$ cat src/rtl/gpio_irq.sv
// gpio_irq: parametrised GPIO slave with per-pin direction, atomic set/clear,
// synchronised and glitch-filtered inputs, and rising/falling edge interrupts
// latched into W1C pending bits. Pads are tristated outside this block.
module gpio_irq #(
    parameter int GPIO_NUM = 16,
    parameter int FILT_LEN = 4,
    parameter int ADDR_LSB = 2
) (
    input  logic                clk,
    input  logic                rst,
    input  logic                we_i,
    input  logic [31:0]         addr_i,
    input  logic [31:0]         data_i,
    output logic [31:0]         data_o,
    input  logic [GPIO_NUM-1:0] io_pin_i,
    output logic [GPIO_NUM-1:0] io_out,
    output logic [GPIO_NUM-1:0] io_oe,
    output logic                irq_o
);

    // Word offsets of the register map
    localparam logic [3:0] OFF_DIR  = 4'd0;
    localparam logic [3:0] OFF_OUT  = 4'd1;
    localparam logic [3:0] OFF_IN   = 4'd2;
    localparam logic [3:0] OFF_SET  = 4'd3;
    localparam logic [3:0] OFF_CLR  = 4'd4;
    localparam logic [3:0] OFF_IE   = 4'd5;
    localparam logic [3:0] OFF_RISE = 4'd6;
    localparam logic [3:0] OFF_FALL = 4'd7;
    localparam logic [3:0] OFF_PEND = 4'd8;

    // Filter counter only needs to reach FILT_LEN-1
    localparam int CNT_W = (FILT_LEN > 1) ? $clog2(FILT_LEN) : 1;
    localparam logic [CNT_W-1:0] CNT_MAX = CNT_W'((FILT_LEN > 0) ? (FILT_LEN - 1) : 0);

    logic [3:0]          offset;
    logic [GPIO_NUM-1:0] wdata;
    logic                wr_dir, wr_out, wr_set, wr_clr;
    logic                wr_ie, wr_rise, wr_fall, wr_pend;

    logic [GPIO_NUM-1:0] dir;
    logic [GPIO_NUM-1:0] out_reg;
    logic [GPIO_NUM-1:0] ie;
    logic [GPIO_NUM-1:0] rise_en;
    logic [GPIO_NUM-1:0] fall_en;
    logic [GPIO_NUM-1:0] pend;

    logic [GPIO_NUM-1:0] sync1_p0;
    logic [GPIO_NUM-1:0] sync2_p1;
    logic [GPIO_NUM-1:0] filt_p2;
    logic [GPIO_NUM-1:0] filt_d_p3;
    logic [GPIO_NUM-1:0] rise_ev;
    logic [GPIO_NUM-1:0] fall_ev;
    logic [GPIO_NUM-1:0] edge_hit;

    // Address bits outside the offset field and data bits above GPIO_NUM are
    // intentionally ignored; collecting them here keeps them visibly unused.
    logic [63:0] unused_bits;
    assign unused_bits = {addr_i, data_i};

    assign offset = addr_i[ADDR_LSB+3:ADDR_LSB];
    assign wdata  = data_i[GPIO_NUM-1:0];

    assign wr_dir  = we_i && (offset == OFF_DIR);
    assign wr_out  = we_i && (offset == OFF_OUT);
    assign wr_set  = we_i && (offset == OFF_SET);
    assign wr_clr  = we_i && (offset == OFF_CLR);
    assign wr_ie   = we_i && (offset == OFF_IE);
    assign wr_rise = we_i && (offset == OFF_RISE);
    assign wr_fall = we_i && (offset == OFF_FALL);
    assign wr_pend = we_i && (offset == OFF_PEND);

    // Plain read/write configuration registers
    always_ff @(posedge clk or posedge rst) begin
        if (rst) begin
            dir     <= '0;
            ie      <= '0;
            rise_en <= '0;
            fall_en <= '0;
        end else begin
            if (wr_dir)  dir     <= wdata;
            if (wr_ie)   ie      <= wdata;
            if (wr_rise) rise_en <= wdata;
            if (wr_fall) fall_en <= wdata;
        end
    end

    // Output data register with atomic set/clear aliases
    always_ff @(posedge clk or posedge rst) begin
        if (rst) begin
            out_reg <= '0;
        end else if (wr_out) begin
            out_reg <= wdata;
        end else if (wr_set) begin
            out_reg <= out_reg | wdata;
        end else if (wr_clr) begin
            out_reg <= out_reg & ~wdata;
        end
    end

    // Two-flop synchroniser for the asynchronous pad inputs
    always_ff @(posedge clk or posedge rst) begin
        if (rst) begin
            sync1_p0 <= '0;
            sync2_p1 <= '0;
        end else begin
            sync1_p0 <= io_pin_i;
            sync2_p1 <= sync1_p0;
        end
    end

    generate
        if (FILT_LEN == 0) begin : g_bypass
            assign filt_p2 = sync2_p1;
        end else begin : g_filter
            for (genvar i = 0; i < GPIO_NUM; i++) begin : g_pin
                logic [CNT_W-1:0] cnt;
                logic             val;

                // Accept a new level only after it has differed from the
                // filtered value for FILT_LEN consecutive cycles
                always_ff @(posedge clk or posedge rst) begin
                    if (rst) begin
                        cnt <= '0;
                        val <= 1'b0;
                    end else if (sync2_p1[i] == val) begin
                        cnt <= '0;
                    end else if (cnt == CNT_MAX) begin
                        val <= sync2_p1[i];
                        cnt <= '0;
                    end else begin
                        cnt <= cnt + CNT_W'(1);
                    end
                end

                assign filt_p2[i] = val;
            end
        end
    endgenerate

    // Delayed copy of the filtered value for edge detection
    always_ff @(posedge clk or posedge rst) begin
        if (rst) begin
            filt_d_p3 <= '0;
        end else begin
            filt_d_p3 <= filt_p2;
        end
    end

    // Edges are seen regardless of IE and DIR so output loopback is visible
    assign rise_ev  = filt_p2 & ~filt_d_p3;
    assign fall_ev  = ~filt_p2 & filt_d_p3;
    assign edge_hit = (rise_ev & rise_en) | (fall_ev & fall_en);

    // Pending bits: W1C clears, a same-cycle new edge takes priority
    always_ff @(posedge clk or posedge rst) begin
        if (rst) begin
            pend <= '0;
        end else begin
            pend <= (pend & ~(wr_pend ? wdata : '0)) | edge_hit;
        end
    end

    // Combinational read mux; write-only and unmapped offsets read as zero
    always_comb begin
        data_o = '0;
        case (offset)
            OFF_DIR:  data_o[GPIO_NUM-1:0] = dir;
            OFF_OUT:  data_o[GPIO_NUM-1:0] = out_reg;
            OFF_IN:   data_o[GPIO_NUM-1:0] = filt_p2;
            OFF_IE:   data_o[GPIO_NUM-1:0] = ie;
            OFF_RISE: data_o[GPIO_NUM-1:0] = rise_en;
            OFF_FALL: data_o[GPIO_NUM-1:0] = fall_en;
            OFF_PEND: data_o[GPIO_NUM-1:0] = pend;
            default:  data_o = '0;
        endcase
    end

    assign io_out = out_reg;
    assign io_oe  = dir;
    assign irq_o  = |(pend & ie);

endmodule

$ cat config.mk
export PLATFORM = sky130hd
export DESIGN_NAME = gpio_irq
export DESIGN_NICKNAME = d
export VERILOG_FILES = /design/src/rtl/gpio_irq.sv
export SDC_FILE = /design/constraint.sdc
export NUM_CORES = 1
export LEC_CHECK = 0
export CELL_PAD_IN_SITES_DETAIL_PLACEMENT = 0
export CELL_PAD_IN_SITES_GLOBAL_PLACEMENT = 2
export CORE_ASPECT_RATIO = 0.9
export CORE_MARGIN = 1
export CORE_UTILIZATION = 32
export DETAILED_ROUTE_END_ITERATION = 16
export PLACE_DENSITY_LB_ADDON = 0.1
export SYNTH_ARGS = -nofsm -noshare
export SYNTH_HDL_FRONTEND = slang
export SYNTH_SLANG_ARGS = --single-unit
$ cat constraint.sdc
create_clock -name clk -period 5.9 [get_ports clk]
set_clock_uncertainty 0.05 [all_clocks]
set_input_delay 0.885 -clock clk [delete_from_list [all_inputs] [get_ports clk]]
set_output_delay 0.885 -clock clk [all_outputs]
set_load 0.05 [all_outputs]
Yosys cells after proc, flatten, opt, wreduce, memory -nomap -nowiden
Index checks and enable logic that the tools add are counted.
{"block": "totals", "regBits": 192, "latchBits": 0, "ram_bits": 0, "mem_bits_ro": 0, "output_inout_bits": 65, "memories": 0}
{"block": "op_classes", "add_sub_neg": 16, "mul": 0, "div_mod_pow": 0, "magnitude_cmp": 0, "n_eq_ne": 40, "shifts": 0, "muxes": 37, "n_bitwise": 30, "n_reduce_logical": 27}
{"operator": "$and 16x16->16", "n": 7}
{"operator": "$pmux 16 s7", "n": 1}
{"operator": "$mux 16", "n": 4}
{"operator": "$mux 2", "n": 32}
{"operator": "$not 16->16", "n": 4}
{"operator": "$or 16x16->16", "n": 3}
{"operator": "$add 2x1->2 const B", "n": 16}
{"operator": "$eq 2x2->1 const B", "n": 16}
{"operator": "$reduce_and 2->1", "n": 16}
{"operator": "$eq 1x1->1", "n": 16}
{"operator": "$eq 4x3->1 const B", "n": 4}
{"operator": "$not 1->1", "n": 16}
{"operator": "$reduce_or 16->1", "n": 1}
{"operator": "$eq 4x2->1 const B", "n": 2}
{"operator": "$logic_and 1x1->1", "n": 8}
{"operator": "$eq 4x1->1 const B", "n": 1}
{"operator": "$eq 4x4->1 const B", "n": 1}
{"operator": "$logic_not 4->1", "n": 1}
{"operator": "$reduce_bool 3->1", "n": 1}

Longest topological paths before layout
Gate-level depths: netlist (run 1).
{"block": "logic_depth", "word_depth": 6, "depth_mapped": 6, "mapped_depth_nobuf": 3}

Worst setup path after synthesis (run 1)
Ideal clock, no wire load.
{"block": "synth_timing", "path_kind": "input -> output", "startpoint": "in addr_i[2]", "endpoint": "out data_o[0]", "arrival_time_ns": 2.372, "t_required_ns": 4.965, "slack_ns": 2.593, "path_stages": 6, "path_buffers": 3, "path_cell_list": "buf_2 and4bb_2 buf_4 buf_2 a222oi_1 nand3_1"}
{"block": "synth_via", "elab_chain_len": 2, "elab_cells_between_ends": 8}
{"item": "from (decl)", "line_no": "12", "source": "input logic [31:0] addr_i,"}
{"item": "$eq 4x4->1, or another cell as far along", "line_no": "167", "source": "case (offset)"}
{"item": "$pmux 16 s7 (*)", "line_no": "167"}
{"item": "to (decl)", "line_no": "14", "source": "output logic [31:0] data_o,"}
Every way passes the cells marked *; elsewhere a longest branch is shown, timed or not.

Worst setup path after layout (run 1)
{"block": "layout_timing", "startpoint": "in addr_i[2]", "endpoint": "out data_o[14]"}
The elaborated chain is that of the path after synthesis.

==> results of run 1 <==
==> stage by stage <==
step,instances,cell area (um^2),hold slack [ns]
floorplan,630,8140,0.281
global placement,1019,9280,0.281
detailed placement,1019,9280,0.286
CTS,1051,9850,0.303
global route,1051,9850,0.309
finish,1051,9850,0.300
==> final cells by class <==
cell class                 count  area (um^2)  area share (%)
sequential                   192         4800            48.8
multi-input combinational    378         3030            30.8
timing repair buffer          96          951            9.65
clock buffer                  18          429            4.36
tap                          336          420            4.27
clock inverter                14          145            1.47
inverter                      17         67.6           0.686
==> sequential cells by signal, summed over array words and instances, names as in the netlist, named ones only <==
signal,flops
g_filter.g_pin.cnt,32
filt_d_p3,16
g_filter.g_pin.val,16
sync1_p0,16
ie,16
rise_en,16
sync2_p1,16
fall_en,16
pend,16
io_oe,16
==> where the power goes <==
group	total (mW)	switching (mW)	internal, mW
clock network	1.14	0.545	0.599
logic	0.949	0.491	0.459
registers	1.96	0.295	1.67
total	4.05	1.33	2.72
==> cell families after synthesis <==
kind of cell | count (synthesis) | synth area share, %
multiplexers | 80 | 11.6
XOR/XNOR | 16 | 1.73
AND/OR/NAND/NOR | 161 | 11.4
adder cells (fa/ha/maj) | 16 | 2.48
flip-flops | 192 | 59.4
AO/OA/AOI/OAI | 89 | 9.16
other | 1 | 0.0464
buffers and inverters | 60 | 4.15
==> worst max-delay path, cell delays in order <==
cell and delay (ns):
clkdlybuf4s50_1 0.78, nor4b_4 0.71, buf_4 0.38, a222oi_1 0.14, nand3_1 0.16, clkdlybuf4s50_1 0.81
==> how the worst min path moves through the flow <==
| stage | start | end | slack [ns] |
|---|---|---|---|
| 4_1_cts | sync1_p0[12] | sync2_p1[12] | 0.30 |
| 3_5_place_dp | sync1_p0[12] | sync2_p1[12] | 0.29 |
| 3_3_place_gp | sync1_p0[6] | sync2_p1[6] | 0.28 |
| 6_report | sync1_p0[11] | sync2_p1[11] | 0.30 |
| 2_1_floorplan | sync1_p0[0] | sync2_p1[0] | 0.28 |
| 5_1_grt | sync1_p0[11] | sync2_p1[11] | 0.31 |
==> layer usage <==
metal  track usage, %  up-vias  wire, um
li1                 -     2404         -
met1             23.4     2718      9620
met2             26.3      122      9740
met3             3.27       13       835
met4             4.12        0       221
met5                0        -         0
==> cell usage in the layout, fill, tap and decap left out, types with 2 or more instances in the layout <==
master and n:
inv_8 4, and4bb_2 2, mux2_4 10, xnor2_1 16
o221ai_1 16, a22o_1 4, a21o_1 16, buf_4 8
a222oi_1 32, inv_6 3, conb_1 16, clkinvlp_4 2
nor2b_1 16, o21ai_0 15, dfrtp_1 192, nor4b_4 3
nor3_1 16, clkinv_2 2, inv_1 16, nand3b_1 15
a221oi_1 4, nand2_1 49, mux2_2 70, nand2b_1 18
clkinv_4 3, nand3_1 32, ha_1 16, nand2_2 3
clkdlybuf4s50_1 87, clkbuf_16 17
==> results_dict.tcl, run 1 <==
set metrics [dict create \
    pin_count 148 \
    ys_warn_count 0 \
    clock_path_buffers 2 \
    ys.flop_type "dfrtp_1" \
    drive_gt1_share_pct 18.6 \
    cts_htree_levels 4 \
    p_per_area_nw_per_um2 412 \
    num_vias 5257 \
    wl_per_cell_um 19.4 \
    area_growth_pct 21.9 \
    r2r_slack_ns 4.85 \
    pre_cts_ws_ns 1.07 \
    dieArea_um2 25900 \
    fin_total_pwr_mw 4.05 \
    grt_pass1_wl_um 32400 \
    syn_inst 615 \
    yosysUniqueCellTypes 38 \
    p_leak_nw 4.22 \
    ff2ff_path_depth 3 \
    status "finished clean" \
    rsz0062_at_grt "false" \
    cts.sinks 192 \
    crit_end "data_o[14]" \
    worstPathMaxFanout 11 \
    postCtsSetupBuffers 0 \
    drt_wl_total_um 20400 \
    crit_arrival_ns 3.88 \
    drc 0 \
    portBuffers 87 \
    critPathLaunch "addr_i[2]" \
    hpwl_um 12600 \
    clk_latency_ns 0.43 \
    finalCritPeriodShare_pct 81.6 \
    tns_ns 0 \
    reg2reg_from "g_filter.g_pin[4].val" \
    ir_drop_mv 0.190 \
    initial_core_util_pct 33.0 \
    syn_area_per_cell_um2 13.1 \
    grt-ovfl-total 0 \
    cts_tree "done" \
    criticalPathCategory "in -> out" \
    hp-class "reg -> reg" \
    worst_slew_pin_slew_ns 1.07 \
    yosysTopAreaCell "dfrtp_1" \
    max_slew_margin_pct 28.8 \
    grt_max_degree 193 \
    viasPerCell 5.00 \
    final_util_pct 40.2 \
    path_clk_slew_ns 0.07 \
    antennaDiodeCount 0 \
    synth-async-reset-ratio_pct 100 \
    gp_congestion 0.734 \
    synth_edf_count 0 \
    netlist_area_um2 8080 \
    synth_seq_cells 192 \
    die_w_um 170 \
    first_iter_violations 431 \
    fillers 2319 \
    netlist_top_cells_count "192 x dfrtp_1, 70 x mux2_2, 49 x nand2_1, 32 x a222oi_1, 32 x nand3_1" \
    setup_viol_count_final 0 \
    ys_seq_area_share_pct 59.4 \
    synthTopCellsByArea "dfrtp_1 59%, mux2_2 9.8%, a222oi_1 4.0%" \
    min_delay_path_depth 0 \
    antenna_found_initial 0 \
    cp-start-kind "input pin" \
    postRouteAntennaNets 0 \
    drt_pass1_iterations 7 \
    grt_usage_pct 16.7 \
    min_period_ns 4.82 \
    fmax_ghz 0.208 \
    grt_pass1_vias 5485 \
    fin_ws_ns 1.08 \
    rows 54 \
    synth_most_common_cell "dfrtp_1" \
    crit_required_ns 4.97 \
    synth_top_area_share_pct 59.4 \
    numCtsBuffers 17 \
    cts_resized 0 \
    hold_buffers 0 \
    coreArea_um2 24500 \
    endpoint_kind "output pin" \
    cap_violations 0 \
    drv_slew 0 \
    r2r-end "pend[4]" \
    hold_viol 0 \
    fin_nets 801 \
    fp.dieH_um 153 \
    cts-root-buf "clkbuf_16" \
]
Power figures use the tool's default switching activity.
==> run 2, diff against run 1 <==
- CORE_UTILIZATION: 32 -> 35
- clock period: 5.9 -> 5 ns (I/O delays scaled with it)
==> run 2 against run 1 <==
Effect of this change: sequential share of layout area fell by 0.099 points; core utilization rose by 3.6 points; largest power group unchanged; register-to-register slack got worse by 0.91 ns; critical path type unchanged; design area rose by 0.20%.
==> results_dict.tcl, run 2 (synthesis gave the netlist of run 1 again) <==
set metrics [dict create \
    grt_usage_pct 17.8 \
    clk_latency_ns 0.43 \
    wl_per_cell_um 19.5 \
    grt_pass1_vias 5562 \
    drv_slew 0 \
    grt_pass1_wl_um 31700 \
    drive_gt1_share_pct 19.4 \
    endpoint_kind "output pin" \
    worstPathMaxFanout 17 \
    crit_path_cell_trace "clkdlybuf4s50_1 -> and4bb_2 -> a222oi_1 -> nand3_1 -> clkdlybuf4s50_1" \
    final_common_cell "dfrtp_1" \
    drt_wl_total_um 19900 \
    holdPathEnd "sync2_p1[3]" \
    drc 0 \
    hp-start "sync1_p0[3]" \
    hold_buffers 0 \
    crit_top_cell "clkdlybuf4s50_1" \
    drt_pass1_iterations 9 \
    hold_ws_ns 0.300 \
    portBuffers 87 \
    cts_resized 0 \
    largest_register_ff_count 32 \
    postRouteAntennaNets 0 \
    fillers 2042 \
    slowest_delay_ns 0.81 \
    ff2ff_path_depth 2 \
    min_period_ns 4.26 \
    ir_drop_mv 0.230 \
    crit_required_ns 4.20 \
    min_delay_path_depth 0 \
    crit_arrival_ns 3.46 \
    crit_family "buffers and inverters" \
    gp_congestion 0.752 \
    fmax_ghz 0.235 \
    grt_max_degree 119 \
    first_iter_violations 469 \
    cts_tree "done" \
    p_per_area_nw_per_um2 485 \
    tns_ns 0 \
    grt-ovfl-total 0 \
    cts.sinks 192 \
    worstPathBufferInverterCount 2 \
    path_clk_slew_ns 0.07 \
    fin_nets 807 \
    clock_path_buffers 2 \
    postCtsSetupBuffers 0 \
    worst_slew_pin_slew_ns 1.03 \
    r2r-end "g_filter.g_pin[14].val" \
    area_growth_pct 22.1 \
    num_vias 5282 \
    cts-root-buf "clkbuf_16" \
    p_leak_nw 4.26 \
    numCtsBuffers 17 \
    criticalPathCategory "in -> out" \
    regMostFlops "g_filter.g_pin.cnt" \
    initial_core_util_pct 35.8 \
    fp.dieH_um 146 \
    rsz0062_at_grt "false" \
    rows 52 \
    placed_area_um2 9290 \
    coreArea_um2 22600 \
    final_cell_mix "192 x dfrtp_1, 87 x clkdlybuf4s50_1, 70 x mux2_2, 49 x nand2_1" \
    crit_path_top_delay_cell "clkdlybuf4s50_1" \
    dieArea_um2 23700 \
    setup_viol_count_final 0 \
    cts_htree_levels 4 \
    finalCritPeriodShare_pct 85.3 \
    final_area_um2 9870 \
    r2r_slack_ns 3.94 \
    status "finished clean" \
    antenna_found_initial 1 \
    cap_violations 0 \
    hpwl_um 12900 \
    pin_count 148 \
    hold_viol 0 \
    viasPerCell 5.18 \
    cp-start-kind "input pin" \
    max_slew_margin_pct 31.4 \
    fin_total_pwr_mw 4.79 \
    hp-class "reg -> reg" \
    reg2reg_from "g_filter.g_pin[14].cnt[0]" \
    die_w_um 162 \
]
run 2: metal layers:
| layer | share of wire [%] | vias to the layer above | GRT usage (%) |
|---|---|---|---|
| met5 | 0 | - | 0 |
| met4 | 1.4 | 0 | 5.28 |
| met3 | 4.1 | 18 | 3.78 |
| met2 | 49 | 117 | 29.3 |
| met1 | 46 | 2748 | 23.6 |
| li1 | - | 2399 | - |
run 2: final cells by class:
cell class                 count  area, um^2  area share, %
clock buffer                  18         439           4.45
tap                          297         372           3.76
inverter                      17        67.6          0.684
sequential                   192        4800           48.7
timing repair buffer         102        1010           10.2
antenna                        1        2.50         0.0254
multi-input combinational    378        3030           30.7
clock inverter                14         144           1.46
run 2: worst reg2reg max path, cell delays in order, from the launching register on:
cell and delay [ns]:
dfrtp_1 0.39, ha_1 0.23, mux2_2 0.27
run 2: per-stage QoR:
stage | setup slack (ns) | util, % | std cells
after global routing | 0.615 | 43.7 | 1018
after detailed placement | 0.718 | 41.1 | 986
after global placement | 0.739 | 41.1 | 986
after CTS | 0.698 | 43.7 | 1018
after floorplan | 1.72 | - | 630
final | 0.737 | 43.7 | 1019
run 2: report_power, final:
part	total, mW	switching (mW)	internal, mW
logic	1.12	0.580	0.545
clock network	1.35	0.633	0.719
registers	2.32	0.350	1.97
run 2: how the worst max path moves through the flow:
stage	start	endpoint	slack, ns	cells past startpoint
floorplan	rst	async pin	1.72	1
global placement	addr_i[5]	data_o[12]	0.74	5
detailed placement	addr_i[5]	data_o[12]	0.72	5
CTS	addr_i[5]	data_o[12]	0.70	5
global route	addr_i[5]	data_o[15]	0.62	5
finish	addr_i[5]	data_o[15]	0.74	5
